===== config.mk =====
export PLATFORM = sky130hd
export DESIGN_NAME = sprite_draw_queue
export DESIGN_NICKNAME = d
export VERILOG_FILES = /design/src/rtl/sprite_draw_queue.sv
export SDC_FILE = /design/constraint.sdc
export NUM_CORES = 1
export LEC_CHECK = 0
export CAP_MARGIN = 30
export CORE_MARGIN = 2
export CORE_UTILIZATION = 62
export CTS_CLUSTER_SIZE = 28
export DETAILED_ROUTE_END_ITERATION = 7
export PLACE_DENSITY = 0.79
export SLEW_MARGIN = 10
export SYNTH_ARGS = -nofsm -noshare
export SYNTH_HDL_FRONTEND = slang
export SYNTH_SLANG_ARGS = --single-unit
export TNS_END_PERCENT = 50

===== constraint.sdc =====
create_clock -name clock -period 7.6 [get_ports clock]
set_clock_uncertainty 0.2 [all_clocks]
set_input_delay 1.52 -clock clock [delete_from_list [all_inputs] [get_ports clock]]
set_output_delay 1.52 -clock clock [all_outputs]
set_load 0.03 [all_outputs]

===== src/rtl/sprite_draw_queue.sv =====
// First-word-fall-through sprite entry queue between the host and the sprite renderer.
// Optional SPRITE_QUEUE_STATS_EN adds drop_count and high_water statistics outputs.
module sprite_draw_queue #(
    parameter int DEPTH = 32
) (
    input  logic                      clock,
    input  logic                      fb_resetting,
    input  logic                      enq_valid,
    output logic                      enq_ready,
    input  logic [7:0]                enq_id,
    input  logic [15:0]               enq_x,
    input  logic [15:0]               enq_y,
    input  logic [7:0]                enq_scale,
    input  logic                      sprite_queue_dequeue,
    output logic                      sprite_queue_is_empty,
    output logic [7:0]                sprite_queue_sprite_id,
    output logic [15:0]               sprite_queue_sprite_x,
    output logic [15:0]               sprite_queue_sprite_y,
    output logic [7:0]                sprite_queue_sprite_scale,
`ifdef SPRITE_QUEUE_STATS_EN
    output logic [15:0]               drop_count,
    output logic [$clog2(DEPTH):0]    high_water,
`endif
    output logic [$clog2(DEPTH):0]    count
);

    localparam int AW = $clog2(DEPTH);
    localparam int PW = AW + 1;

    logic [47:0]   mem [DEPTH];
    logic [PW-1:0] wr_ptr;
    logic [PW-1:0] rd_ptr;
    logic [47:0]   head;
    logic          full;
    logic          empty;
    logic          push;
    logic          pop;

    // Extra pointer MSB distinguishes full from empty when the indices match.
    assign empty = (wr_ptr == rd_ptr);
    assign full  = (wr_ptr[AW] != rd_ptr[AW]) && (wr_ptr[AW-1:0] == rd_ptr[AW-1:0]);
    assign count = wr_ptr - rd_ptr;

    assign enq_ready             = !full;
    assign sprite_queue_is_empty = empty;

    assign push = enq_valid && !full;
    assign pop  = sprite_queue_dequeue && !empty;

    always_ff @(posedge clock or posedge fb_resetting) begin
        if (fb_resetting) begin
            wr_ptr <= '0;
            rd_ptr <= '0;
        end else begin
            if (push) wr_ptr <= wr_ptr + PW'(1);
            if (pop)  rd_ptr <= rd_ptr + PW'(1);
        end
    end

    // Storage is deliberately left out of reset; pointers alone define validity.
    always_ff @(posedge clock) begin
        if (push && !fb_resetting) mem[wr_ptr[AW-1:0]] <= {enq_id, enq_x, enq_y, enq_scale};
    end

    assign head                      = mem[rd_ptr[AW-1:0]];
    assign sprite_queue_sprite_id    = head[47:40];
    assign sprite_queue_sprite_x     = head[39:24];
    assign sprite_queue_sprite_y     = head[23:8];
    assign sprite_queue_sprite_scale = head[7:0];

`ifdef SPRITE_QUEUE_STATS_EN
    logic [PW-1:0] count_next;

    assign count_next = count + PW'(push) - PW'(pop);

    always_ff @(posedge clock or posedge fb_resetting) begin
        if (fb_resetting) begin
            drop_count <= '0;
            high_water <= '0;
        end else begin
            if (enq_valid && full && (drop_count != 16'hFFFF)) drop_count <= drop_count + 16'd1;
            if (count_next > high_water) high_water <= count_next;
        end
    end
`endif

endmodule


Word level (Yosys, flattened, before mapping)
Memory sizes are Yosys's and may differ from the RTL's.
Cells that the tools add are included.
{"block": "op_classes", "n_addsub": 3, "n_eq_ne": 3, "mux": 2, "reduce_logical": 7}
{"op": "$add A6 B1 Y6 const B", "n": 2}
{"op": "$eq A6 B6 Y1", "n": 1}
{"op": "$sub A6 B6 Y6", "n": 1}
{"op": "$eq A5 B5 Y1", "n": 1}
{"op": "$logic_and A1 B1 Y1", "n": 4}
{"op": "$logic_not A1 Y1", "n": 3}
{"op": "$mux W1", "n": 2}
{"op": "$ne A1 B1 Y1", "n": 1}
{"block": "word_totals", "ff_bits": 12, "ram_bits": 1536, "in_bits": 52, "out_inout_bits": 56, "word_cells": 18, "mem_count": 1}
{"name": "mem", "depth": 32, "word_bits": 48, "rd": 1, "rd_clocked_by_memory_dff": 0, "write_ports": 1, "line_no": "30", "rtl": "logic [47:0] mem [DEPTH];"}

Depth between registers and ports, before layout
{"block": "logic_depth", "depth_word": 7, "depth_mapped": 9, "depth_no_buf": 7}

Least setup slack after synthesis
Ideal clock, no wire load.
{"block": "synth_path", "path_kind": "input to register", "from": "input enq_valid", "to": "memory mem[15][0] (enable)", "setup_time_ns": 0.513, "arrival_ns": 5.431, "path_slack_ns": 1.456, "path_stages": 4, "n_path_buf": 0, "cell_sequence": "inv_1 > a31oi_1 > nand2_1 > nor3_1"}
{"block": "synth_via", "elab_chain_cells": 4}
{"item": "from (decl)", "line_no": "8", "rtl": "input logic enq_valid,"}
{"item": "$logic_and A1 B1 Y1", "line_no": "47", "rtl": "assign push = enq_valid && !full;"}
{"item": "$logic_and A1 B1 Y1", "line_no": "62", "rtl": "if (push && !fb_resetting) mem[wr_ptr[AW-1:0]] <= {enq_id, enq_x, enq_y, enq_scale};"}
{"item": "$mux W1", "line_no": "62"}
{"item": "$mux W1 (implied by the code)", "line_no": "62"}
{"item": "to (decl)", "line_no": "30"}
No other way between the ends.

Final worst setup path
{"block": "layout_path", "from": "register rd_ptr[1]", "to": "output sprite_queue_sprite_x[4]"}
{"block": "layout_via", "elab_chain_cells": 1}
{"item": "from (decl)", "line_no": "32", "rtl": "logic [PW-1:0] rd_ptr;"}
{"item": "from (signal assigned)", "line_no": "56", "rtl": "if (pop) rd_ptr <= rd_ptr + PW'(1);"}
{"item": "$mem_v2 Z32 W48"}
{"item": "to (decl)", "line_no": "17", "rtl": "output logic [15:0] sprite_queue_sprite_x,"}
No other way between the ends.

==> run_results.csv <==
group,metric,value,unit
route,viasPerCell,7.02,
logic_synthesis,synth.avg_cell_area,22.3,um2
logic_synthesis,synth_area,58900,um2
pwr,power_density,369,nW/um2
logic_synthesis,synth.area.top_cells,"edfxtp_1 (78%), mux4_2 (11%), mux2i_1 (3.3%)",
floorplan,row_count,113,
setup_path,critPathMaxFanout,49,
setup_path,end_kind,"primary output",
clocking,insertion_delay,0.74,ns
logic_synthesis,synthFlopType,"edfxtp_1",
setup_path,path_cells,"nand3_4, buf_4, o221ai_1, a21oi_1, a22oi_1, clkdlybuf4s50_1",
clocking,cts_tree,"done",
global_route,overflow,0,
logic_synthesis,synth_edf_count,1536,
logic_synthesis,yosys.cell_types.count,40,
route,ant_nets,0,
logic_synthesis,synth_cells,2640,
clocking,numCtsBuffers,148,
timing,fin_ws,1.09,ns
status,status,"finished, final reports clean",
floorplan,die_w,312,um
setup_path,path_delay_family,"buffers and inverters",
clocking,cts_hold_buf,0,
clocking,cts.htree.levels,4,
logic_synthesis,syn-num-nets,2703,
logic_synthesis,ys_warn_count,0,
timing,layout_min_cycle_time,6.51,ns
route,remaining_drc_errors,0,
layout,num-nets-final,2954,
timing,setup_viol,0,
setup_path,cp-start-kind,"register",
timing,fin_crit_sh,85.6,%
route,wl_per_cell,34.7,um
logic_synthesis,synth_top_area_share,78.3,%
setup_path,required,5.88,ns
clocking,cts.sinks,1548,
logic_synthesis,ys_seq_elements,1548,
clocking,clockBufferDepth,3,
timing,worst_pin_slew,1.07,ns
floorplan,coreArea,94600,um2
layout,drive_above_1_share,22.7,%
floorplan,io_pins,108,
logic_synthesis,synth_seq_area_share,78.9,%
worst_hold_path,hp-class,"reg2reg",
pwr,p_leak,21.6,nW
logic_synthesis,synthArstFlopShare,0.775,%
pwr,total_power,24.9,mW
pwr,vdd_drop_max,0.424,mV
placed_design,routabilityCongestion,0.792,
timing,hold_violations,0,
setup_path,worst_path_largest_cell_delay,1.04,ns
layout,syn_to_final_growth,14.7,%
clocking,cts_setup_buffers,0,
global_route,antenna_found_initial,5,
route,drt_iter0_drc,4685,
route,vias,30000,
setup_path,crit_buf_inv,2,
timing,rsz0062_at_grt,"false",
route,first_pass_iters,7,
floorplan,die_y,312,um
setup_path,crit_type,"reg2out",
floorplan,start_util,62.2,%
timing,maxSlewViolCount,0,
logic_synthesis,yosysTopAreaCell,"edfxtp_1",
floorplan,dieArea,97400,um2
clocking,cts_root_buf,"clkbuf_16",
run,cap_viol_max_count,0,
timing,max-slew-margin-rel,28.4,%
timing,fmax,0.154,GHz
global_route,grt_pass1_vias,30800,
global_route,grt_use_total,30.4,%
route,finalWirelength,148,mm
setup_path,critPathSlowestCell,"dfrtp_4",
global_route,grt_first_pass_wirelength,211,mm
placed_design,dp_worst_setup_slack,1.91,ns
placed_design,dp_hpwl,74.5,mm
timing,tns,0,ns
clocking,cts_resized,0,
setup_path,cp.arrival,4.79,ns
global_route,grt_max_degree,73,
placed_design,portBuffers,107,
clocking,cts.clk_slew.worst_paths,0.06,ns
[registers in the layout, indices dropped and copies added (netlist names)]
register and flops:
mem 1536, wr_ptr 6, rd_ptr 6
[final timing paths]
check / from / slack, ns / endpoint / depth (start not counted)
setup / recovery: rd_ptr[1] / 1.09 / sprite_queue_sprite_x[4] / 6
hold / removal: wr_ptr[5] / 0.30 / wr_ptr[5] / 1
setup reg to reg: rd_ptr[4] / 2.43 / mem[1][22] / 7
hold reg to reg: wr_ptr[5] / 0.30 / wr_ptr[5] / 1
max in group asynchronous: fb_resetting / 5.77 / rd_ptr[2] / 2
min in group asynchronous: fb_resetting / 1.04 / wr_ptr[1] / 2
[cells by family after synthesis]
group / after synthesis / synth area share (%)
and+or+nand+nor: 74 / 0.589
AOI/OAI and AO/OA: 349 / 4.25
DFF: 1548 / 78.9
xor gates and xnor gates: 13 / 0.193
buffers and inverters: 165 / 1.59
muxes: 480 / 14.3
adders and majority gates: 11 / 0.247
[Yosys cell counts (2+ instances only)]
library cell / n
nor2_2: 3
a22oi_1: 144
mux4_2: 288
nor3_1: 5
o221ai_1: 96
inv_1: 9
buf_1: 13
buf_6: 22
clkbuf_1: 60
dfrtp_1: 12
nor2_1: 34
xor2_1: 2
nand4_1: 5
o21ai_0: 2
edfxtp_1: 1536
and3_1: 2
buf_4: 31
or3_1: 2
ha_1: 10
inv_2: 2
nand2_1: 12
nand3_1: 4
o21a_1: 2
nand3b_1: 4
a21oi_1: 97
xnor2_1: 11
mux2i_1: 192
buf_2: 28
[report_power, final]
| group | switching, mW | internal, mW | total, mW |
|---|---|---|---|
| clock | 3.12 | 4.13 | 7.25 |
| combinational | 4.51 | 3.19 | 7.70 |
| sequential | 0.265 | 9.69 | 9.96 |
[worst reg2reg max path: stages (launching register included)]
cell      delay (ns)
dfrtp_2         0.33
buf_4           0.71
inv_2           0.50
ha_1            0.56
a311oi_2        0.35
nand2_1         0.54
nor2_4          0.86
buf_4           0.71
[layer usage]
metal	up-vias	global-route usage (%)	part of all wire, %
li1	11800	-	-
met3	378	5.67	11
met1	15600	41.0	35
met5	-	0	0.0088
met4	2	12.8	4.1
met2	2279	49.7	50
[cells in the final DEF, fill, tap and decap left out, types with 9 or more instances in the layout]
cell	count
edfxtp_1	1536
mux4_2	288
mux2i_1	192
clkbuf_16	151
a22oi_1	144
clkdlybuf4s50_1	107
a21oi_1	97
o221ai_1	96
buf_4	75
buf_8	36
nor2_4	34
clkbuf_1	32
clkinv_1	32
clkinv_2	25
buf_12	24
bufinv_16	14
nand2_1	12
xnor2_1	11
buf_16	11
ha_1	10
inv_1	9
[per-stage QoR]
step           cell area, um2  cells  hold WS [ns]  utilization [%]
2_1_floorplan           58900   2640         0.261                -
3_3_place_gp            61800   3947         0.278             65.3
3_5_place_dp            62100   3963         0.292             65.7
4_1_cts                 66900   4231         0.302             70.7
5_1_grt                 67500   4276         0.312             71.4
6_report                67500   4276         0.304             71.4
[cell type report]
cell class | count | area (um2)
clock inverter | 85 | 818
inverter | 11 | 41.3
clock buffer | 183 | 3900
fill | 5117 | 27000
antenna | 2 | 5.00
multi-input combinational | 927 | 11800
sequential | 1548 | 46400
tap | 1265 | 1580
timing repair buffer | 255 | 2980
(Power assumes the default switching activity.)
